===== src/rtl/vdp_cpu_port.sv =====
// vdp_cpu_port: host strobe synchroniser/glitch filter, in-order command FIFO
// and req/ack issue engine feeding the VDP core from the pixel clock domain.
module vdp_cpu_port #(
    parameter int DATA_W      = 8,
    parameter int ADDR_W      = 2,
    parameter int SYNC_STAGES = 2,
    parameter int FILTER_LEN  = 2,
    parameter int FIFO_DEPTH  = 4
) (
    input  logic                        clk_w,
    input  logic                        reset_n_w,
    input  logic                        csr_n,
    input  logic                        csw_n,
    input  logic [ADDR_W-1:0]           mode,
    input  logic [DATA_W-1:0]           cd_i,
    output logic [DATA_W-1:0]           cd_o,
    output logic                        cd_oe,
    output logic                        req,
    output logic                        wrt,
    output logic [ADDR_W-1:0]           adr,
    output logic [DATA_W-1:0]           dbo,
    input  logic                        ack,
    input  logic [DATA_W-1:0]           dbi,
    input  logic                        ovf_clr,
    output logic                        overflow,
    output logic [$clog2(FIFO_DEPTH):0] level
);

    localparam int PTR_W = $clog2(FIFO_DEPTH);
    localparam int LVL_W = PTR_W + 1;
    localparam int CNT_W = $clog2(FILTER_LEN + 1);
    localparam int ENT_W = 1 + ADDR_W + DATA_W;

    typedef enum logic {IDLE, REQ} state_t;

    logic [1:0]                  strb_n;
    logic [1:0][SYNC_STAGES-1:0] sync_q, sync_d;
    logic [1:0][CNT_W-1:0]       cnt_q, cnt_d;
    logic [1:0]                  filt_q, filt_d, prev_q, prev_d, fall;
    logic                        rd_ev, wr_ev, push, pop, full, push_ok, drop;
    logic [ENT_W-1:0]            mem_q [FIFO_DEPTH];
    logic [ENT_W-1:0]            mem_d [FIFO_DEPTH];
    logic [PTR_W-1:0]            wr_ptr_q, wr_ptr_d, rd_ptr_q, rd_ptr_d;
    logic [LVL_W-1:0]            level_q, level_d;
    logic                        overflow_q, overflow_d;
    state_t                      state_q, state_d;
    logic                        req_q, req_d, wrt_q, wrt_d;
    logic [ADDR_W-1:0]           adr_q, adr_d;
    logic [DATA_W-1:0]           dbo_q, dbo_d, cd_o_q, cd_o_d;
    logic                        h_wrt;
    logic [ADDR_W-1:0]           h_adr;
    logic [DATA_W-1:0]           h_dat;

    // bit 0 carries the read strobe, bit 1 the write strobe
    assign strb_n = {csw_n, csr_n};

    always_comb begin
        for (int s = 0; s < 2; s++) begin
            sync_d[s] = {sync_q[s][SYNC_STAGES-2:0], strb_n[s]};
            filt_d[s] = filt_q[s];
            cnt_d[s]  = '0;
            if (sync_q[s][SYNC_STAGES-1] != filt_q[s]) begin
                if (cnt_q[s] == CNT_W'(FILTER_LEN - 1))
                    filt_d[s] = ~filt_q[s];
                else
                    cnt_d[s] = cnt_q[s] + CNT_W'(1);
            end
        end
    end

    // a fall only counts while the other filtered strobe is still high
    assign prev_d  = filt_q;
    assign fall    = prev_q & ~filt_q;
    assign rd_ev   = fall[0] & filt_q[1];
    assign wr_ev   = fall[1] & filt_q[0];
    assign push    = rd_ev | wr_ev;
    assign full    = level_q == LVL_W'(FIFO_DEPTH);
    assign pop     = (state_q == REQ) & ack;
    assign push_ok = push & (~full | pop);
    assign drop    = push & ~push_ok;

    always_comb begin
        mem_d = mem_q;
        if (push_ok)
            mem_d[wr_ptr_q] = {wr_ev, mode, cd_i};
    end

    assign wr_ptr_d   = wr_ptr_q + PTR_W'(push_ok);
    assign rd_ptr_d   = rd_ptr_q + PTR_W'(pop);
    assign level_d    = level_q + LVL_W'(push_ok) - LVL_W'(pop);
    assign overflow_d = drop | (overflow_q & ~ovf_clr);
    assign {h_wrt, h_adr, h_dat} = mem_q[rd_ptr_q];

    always_comb begin
        state_d = state_q;
        req_d   = req_q;
        wrt_d   = wrt_q;
        adr_d   = adr_q;
        dbo_d   = dbo_q;
        cd_o_d  = cd_o_q;
        if (state_q == IDLE) begin
            if (level_q != '0) begin
                wrt_d   = h_wrt;
                adr_d   = h_adr;
                dbo_d   = h_dat;
                req_d   = 1'b1;
                state_d = REQ;
            end
        end else if (ack) begin
            req_d   = 1'b0;
            state_d = IDLE;
            cd_o_d  = wrt_q ? cd_o_q : dbi;
        end
    end

    always_ff @(posedge clk_w or negedge reset_n_w) begin
        if (!reset_n_w) begin
            sync_q     <= '1;
            filt_q     <= '1;
            prev_q     <= '1;
            cnt_q      <= '0;
            for (int i = 0; i < FIFO_DEPTH; i++)
                mem_q[i] <= '0;
            wr_ptr_q   <= '0;
            rd_ptr_q   <= '0;
            level_q    <= '0;
            overflow_q <= 1'b0;
            state_q    <= IDLE;
            req_q      <= 1'b0;
            wrt_q      <= 1'b0;
            adr_q      <= '0;
            dbo_q      <= '0;
            cd_o_q     <= '0;
        end else begin
            sync_q     <= sync_d;
            filt_q     <= filt_d;
            prev_q     <= prev_d;
            cnt_q      <= cnt_d;
            mem_q      <= mem_d;
            wr_ptr_q   <= wr_ptr_d;
            rd_ptr_q   <= rd_ptr_d;
            level_q    <= level_d;
            overflow_q <= overflow_d;
            state_q    <= state_d;
            req_q      <= req_d;
            wrt_q      <= wrt_d;
            adr_q      <= adr_d;
            dbo_q      <= dbo_d;
            cd_o_q     <= cd_o_d;
        end
    end

    assign cd_oe    = ~csr_n;
    assign cd_o     = cd_o_q;
    assign req      = req_q;
    assign wrt      = wrt_q;
    assign adr      = adr_q;
    assign dbo      = dbo_q;
    assign overflow = overflow_q;
    assign level    = level_q;

endmodule

===== config.mk =====
export PLATFORM = sky130hd
export DESIGN_NAME = vdp_cpu_port
export DESIGN_NICKNAME = d
export VERILOG_FILES = /design/src/rtl/vdp_cpu_port.sv
export SDC_FILE = /design/constraint.sdc
export NUM_CORES = 1
export LEC_CHECK = 0
export ABC_AREA = 1
export CAP_MARGIN = 20
export CORE_MARGIN = 3
export CORE_UTILIZATION = 56
export DETAILED_ROUTE_END_ITERATION = 10
export PLACE_DENSITY = 0.83
export SLEW_MARGIN = 10
export SYNTH_ARGS = -nofsm -noshare
export SYNTH_HDL_FRONTEND = slang
export SYNTH_SLANG_ARGS = --single-unit

===== constraint.sdc =====
create_clock -name clk_w -period 3.2 [get_ports clk_w]
set_clock_uncertainty 0.05 [all_clocks]
set_input_delay 0.64 -clock clk_w [delete_from_list [all_inputs] [get_ports clk_w]]
set_output_delay 0.64 -clock clk_w [all_outputs]
set_load 0.01 [all_outputs]

* Word-level counts from Yosys, hierarchy flattened
Index checks and enable logic that the tools add are counted.
** Operators by class
- Magnitude comparators :: 3
- Reduce and logical (&&, ||, !) cells :: 8
- Bitwise operators :: 21
- Add/subtract/negate cells :: 6
- Equality and inequality tests :: 6
- Mux-type cells :: 16
** Operator list (number)
- $bwmux W44 :: 1
- $mux W11 :: 3
- $bmux W11 S2 :: 1
- $demux W11 S2 :: 1
- $mux W2 :: 4
- $not A1 Y1 :: 8
- $reduce_and A2 Y1 :: 4
- $and A1 B1 Y1 :: 6
- $ge A3 B3 Y1 const B :: 2
- $mux W1 :: 6
- $not A2 Y3 :: 2
- $add A2 B1 Y2 :: 2
- $add A2 B1 Y2 const B :: 2
- $eq A2 B1 Y1 const B :: 2
- $add A3 B1 Y3 :: 1
- $eq A3 B3 Y1 const B :: 1
- $lt A3 B1 Y1 const B :: 1
- $or A1 B1 Y1 :: 3
- $reduce_and A3 Y1 :: 1
- $reduce_bool A3 Y1 :: 1
- $sub A3 B1 Y3 :: 1
- $and A2 B2 Y2 :: 1
- $ne A1 B1 Y1 :: 2
- $ne A2 B2 Y1 const B :: 1
- other kinds (3) :: 3
** Storage, ports and cells
- Logic and storage cells :: 81
- Output and inout port bits :: 25
- Register bits :: 85

* Longest topological paths before layout
- Depth after elaboration :: 8
- Gate-level depth with buffers :: 12

* Worst setup path before layout
OpenSTA, ideal clock, no wires.
- Kind :: input -> register
- From :: input ack
- To :: register level_q[2], in the netlist level[2]
- Stages on the path :: 11
- Data arrival time :: 2.222 ns
- Setup slack :: 0.799 ns
- Cell sequence :: nand2_2 -> nand3_2 -> buf_6 -> buf_6 -> nand2_2 -> ha_1 -> inv_1 -> ha_1 -> fa_1 -> xnor2_1 -> xor2_1
** Between the ends
- Word-level cells in the longest chain between the ends :: 5
** Ends and longest elaborated chain
- start: declaration :: line 22 : input logic ack,
- $and A1 B1 Y1 (*) :: line 78 : assign pop = (state_q == REQ) & ack;
- $or A1 B1 Y1 :: line 79 : assign push_ok = push & (~full | pop);
- $and A1 B1 Y1 :: line 79
- $add A3 B1 Y3 :: line 90 : assign level_d = level_q + LVL_W'(push_ok) - LVL_W'(pop);
- $sub A3 B1 Y3 (*) :: line 90
- named net level_d[2] :: line 44 : logic [LVL_W-1:0] level_q, level_d;
- end signal: assignment :: line 142 : level_q <= level_d;
- end: declaration :: line 44
Mark *: on every way through the listed nets, which the timed path passes. The rest lies on a longest branch.
A chain may end at the register's enable or synchronous reset.

* Worst setup path after layout
- From :: register filt_q[0]
- To :: register level_q[2], in the netlist level[2]
** Between the ends
- Word-level cells in the longest chain between the ends :: 7
** Ends and longest elaborated chain
- start: declaration :: line 39 : logic [1:0] filt_q, filt_d, prev_q, prev_d, fall;
- start signal: assignment :: line 136 : filt_q <= filt_d;
- $not A2 Y2 :: line 73 : assign fall = prev_q & ~filt_q;
- $and A2 B2 Y2 :: line 73
- $and A1 B1 Y1 :: line 74 : assign rd_ev = fall[0] & filt_q[1];
- $or A1 B1 Y1 (*) :: line 76 : assign push = rd_ev | wr_ev;
- $and A1 B1 Y1 (*) :: line 79
- $add A3 B1 Y3 (*) :: line 90
- $sub A3 B1 Y3 (*) :: line 90
- named net level_d[2] :: line 44
Marks and branches as above.

==> impl_metrics.tcl <==
set metrics [dict create \
    postSynthCellCount 486 \
    critPathMaxFanout 20 \
    design_area_sq_um 4720 \
    finalWorstSetupSlack_ns 0.727 \
    synth_area_per_cell_sq_um 8.31 \
    cts_buffers 9 \
    required_ns 3.39 \
    grt_pass1_vias 3171 \
    dp_cells 609 \
    fin_nets 554 \
    mostFrequentLayoutCells "nand2_1 (187), dfrtp_1 (77), inv_1 (49), nor2_1 (49), clkdlybuf4s50_1 (47)" \
    dr.pass1.iters 5 \
    dp_slack_ns 0.414 \
    hold_class "in2async" \
    numClockSinks 85 \
    rsz0062_at_grt "false" \
    dp_hpwl_um 5680 \
    drv_slew 0 \
    path_class "reg2reg" \
    grt.total_usage 0.224 \
    fin_cells 626 \
    fp.dieH_um 90.9 \
    setup_viol 0 \
    ctsResizeCount 0 \
    fin_crit_sh 0.773 \
    power.density_nw_per_um2 1040 \
    num_vias 3296 \
    via_per_inst 5.27 \
    finalSetupTns_ns 0 \
    dieArea_sq_um 8270 \
    yosys_warnings 0 \
    setup.worst_path.start_class "register" \
    io-pin-count 49 \
    slew_headroom 0.544 \
    clk_latency_ns 0.35 \
    ir_drop_uv 714 \
    grt.overflow.total 0 \
    end_kind "register" \
    p_leak_nw 2.47 \
    drc 0 \
    cts_max_level 3 \
    max_freq_mhz 404 \
    hold_viol_final 0 \
    cp.arrival_ns 2.66 \
    final_common_cell "nand2_1" \
    clk_pin_slew_ns 0.08 \
    finalCriticalPeriod_ns 2.47 \
    core_sq_um 6910 \
    synth_area_sq_um 4040 \
    grt_start_max_net_pins 86 \
    wl_per_cell_um 14.1 \
    grt_pass1_wl_um 14900 \
    row_count 30 \
    ys_seq_area_frac 0.529 \
    antenna_cells 0 \
    antenna_found_initial 0 \
    port_buffers 48 \
    cts_buffer_depth 2 \
    max_cap_violations 0 \
    gp_congestion 0.813 \
    worst_pin_slew_ns 0.683 \
    start_util 0.585 \
    cts_hold_buffers 0 \
    drt_first_iter_violations 269 \
    finalCoreUtilization 0.683 \
    clock-root-buffer "clkbuf_8" \
    drive_gt1_frac 0.0962 \
    area_growth_pct 16.8 \
    die_x_um 90.9 \
    status "completed" \
    synth_cell_types 27 \
    drtAntennaViolNets 0 \
    synth.net_count 515 \
    post_cts_buffers 0 \
    synth_seq_cells 85 \
    cts_tree "yes" \
    placed_area_sq_um 4470 \
    routed_wl_um 8820 \
]
[sequential cells by signal, indices dropped and copies added, names as in the netlist, 3 cells and up]
register	count
cd_o	8
cnt_q	4
dbo	8
level	3
mem_q	44
[critical path, cell delays in order, from the launching register on]
cell	delay [ns]
dfstp_2	0.57
nand3_1	0.11
nand2_2	0.32
nand2_2	0.11
ha_1	0.30
inv_1	0.04
ha_1	0.19
fa_1	0.38
xnor2_1	0.15
xor2_1	0.14
[layer usage]
layer | global-route usage | up-vias | share of wire | wire length, um
li1 | - | 1590 | - | -
met1 | 0.291 | 1583 | 0.42 | 3740
met2 | 0.370 | 109 | 0.50 | 4410
met3 | 0.0525 | 14 | 0.062 | 546
met4 | 0.0766 | 0 | 0.013 | 119
met5 | 0 | - | 0 | 0
[where the power goes]
part | internal [mW] | total (mW) | leakage [nW] | switching [mW]
sequential | 1.56 | 1.87 | 1.06 | 0.310
clock | 0.459 | 0.832 | 0.112 | 0.373
combinational | 0.845 | 2.21 | 1.30 | 1.37
[cell usage after synthesis]
| master | count | area share |
|---|---|---|
| nand3_1 | 6 | 0.0074 |
| nand3_2 | 1 | 0.0025 |
| buf_2 | 13 | 0.016 |
| inv_2 | 2 | 0.0019 |
| a21oi_2 | 1 | 0.0022 |
| xnor2_1 | 3 | 0.0065 |
| dfrtp_1 | 77 | 0.48 |
| fa_1 | 1 | 0.0050 |
| xor2_1 | 3 | 0.0065 |
| buf_4 | 1 | 0.0019 |
| o21ai_0 | 4 | 0.0050 |
| inv_1 | 49 | 0.046 |
| ha_1 | 4 | 0.012 |
| nor2_2 | 1 | 0.0015 |
| clkinv_1 | 1 | 0.00093 |
| o22ai_1 | 1 | 0.0015 |
| nand2_2 | 5 | 0.0077 |
| nor3_1 | 2 | 0.0025 |
| nor2_1 | 49 | 0.046 |
| nand4_1 | 44 | 0.068 |
| o21ai_2 | 8 | 0.017 |
| nand2_1 | 187 | 0.17 |
| dfstp_2 | 8 | 0.052 |
| buf_6 | 11 | 0.031 |
| buf_12 | 1 | 0.0050 |
| or2_1 | 1 | 0.0015 |
| clkbuf_1 | 2 | 0.0019 |
[final cells by class]
type | count | area (sq um)
flip-flops and latches | 85 | 2140
well taps | 96 | 120
inverters | 52 | 195
repair buffers | 56 | 558
clock buffers | 10 | 138
fillers | 580 | 2190
clock inverters | 6 | 86.3
multi-input cells | 321 | 1480
[cell families (layout without fill, tap and decap cells)]
| group | Yosys count | count (layout) | share of synthesized area |
|---|---|---|---|
| compound gates | 14 | 14 | 0.0260 |
| xor+xnor | 6 | 6 | 0.0130 |
| fa+ha+maj | 5 | 5 | 0.0173 |
| buf+inv | 80 | 124 | 0.104 |
| flops | 85 | 85 | 0.529 |
| simple gates | 296 | 296 | 0.311 |
[path summary, 6_finish.rpt]
check                                            from              endpoint  slack [ns]  cells past startpoint
worst max register to register  filt_q[0]$_DFFE_PN1P_    level[2]$_DFF_PN0_        0.73                      9
worst min register to register    sync_d[1]$_DFF_PN1_   sync_q[1]$_DFF_PN1_        0.31                      0
min in group clk_w                sync_d[1]$_DFF_PN1_   sync_q[1]$_DFF_PN1_        0.31                      0
max in group asynchronous                   reset_n_w   prev_q[0]$_DFF_PN1_        2.35                      2
worst min-delay path                        reset_n_w  mem_q[6]$_DFFE_PN0P_        0.10                      1
worst max-delay path            filt_q[0]$_DFFE_PN1P_    level[2]$_DFF_PN0_        0.73                      9
[per-stage QoR]
step | power [mW] | hold slack (ns)
detailed placement | 4.08 | 0.300
CTS | 4.93 | 0.313
global placement | 3.96 | 0.296
finish | 4.91 | 0.103
global route | 5.32 | 0.101
floorplan | 3.46 | 0.294
No activity file was read; power rests on OpenSTA's default activity.
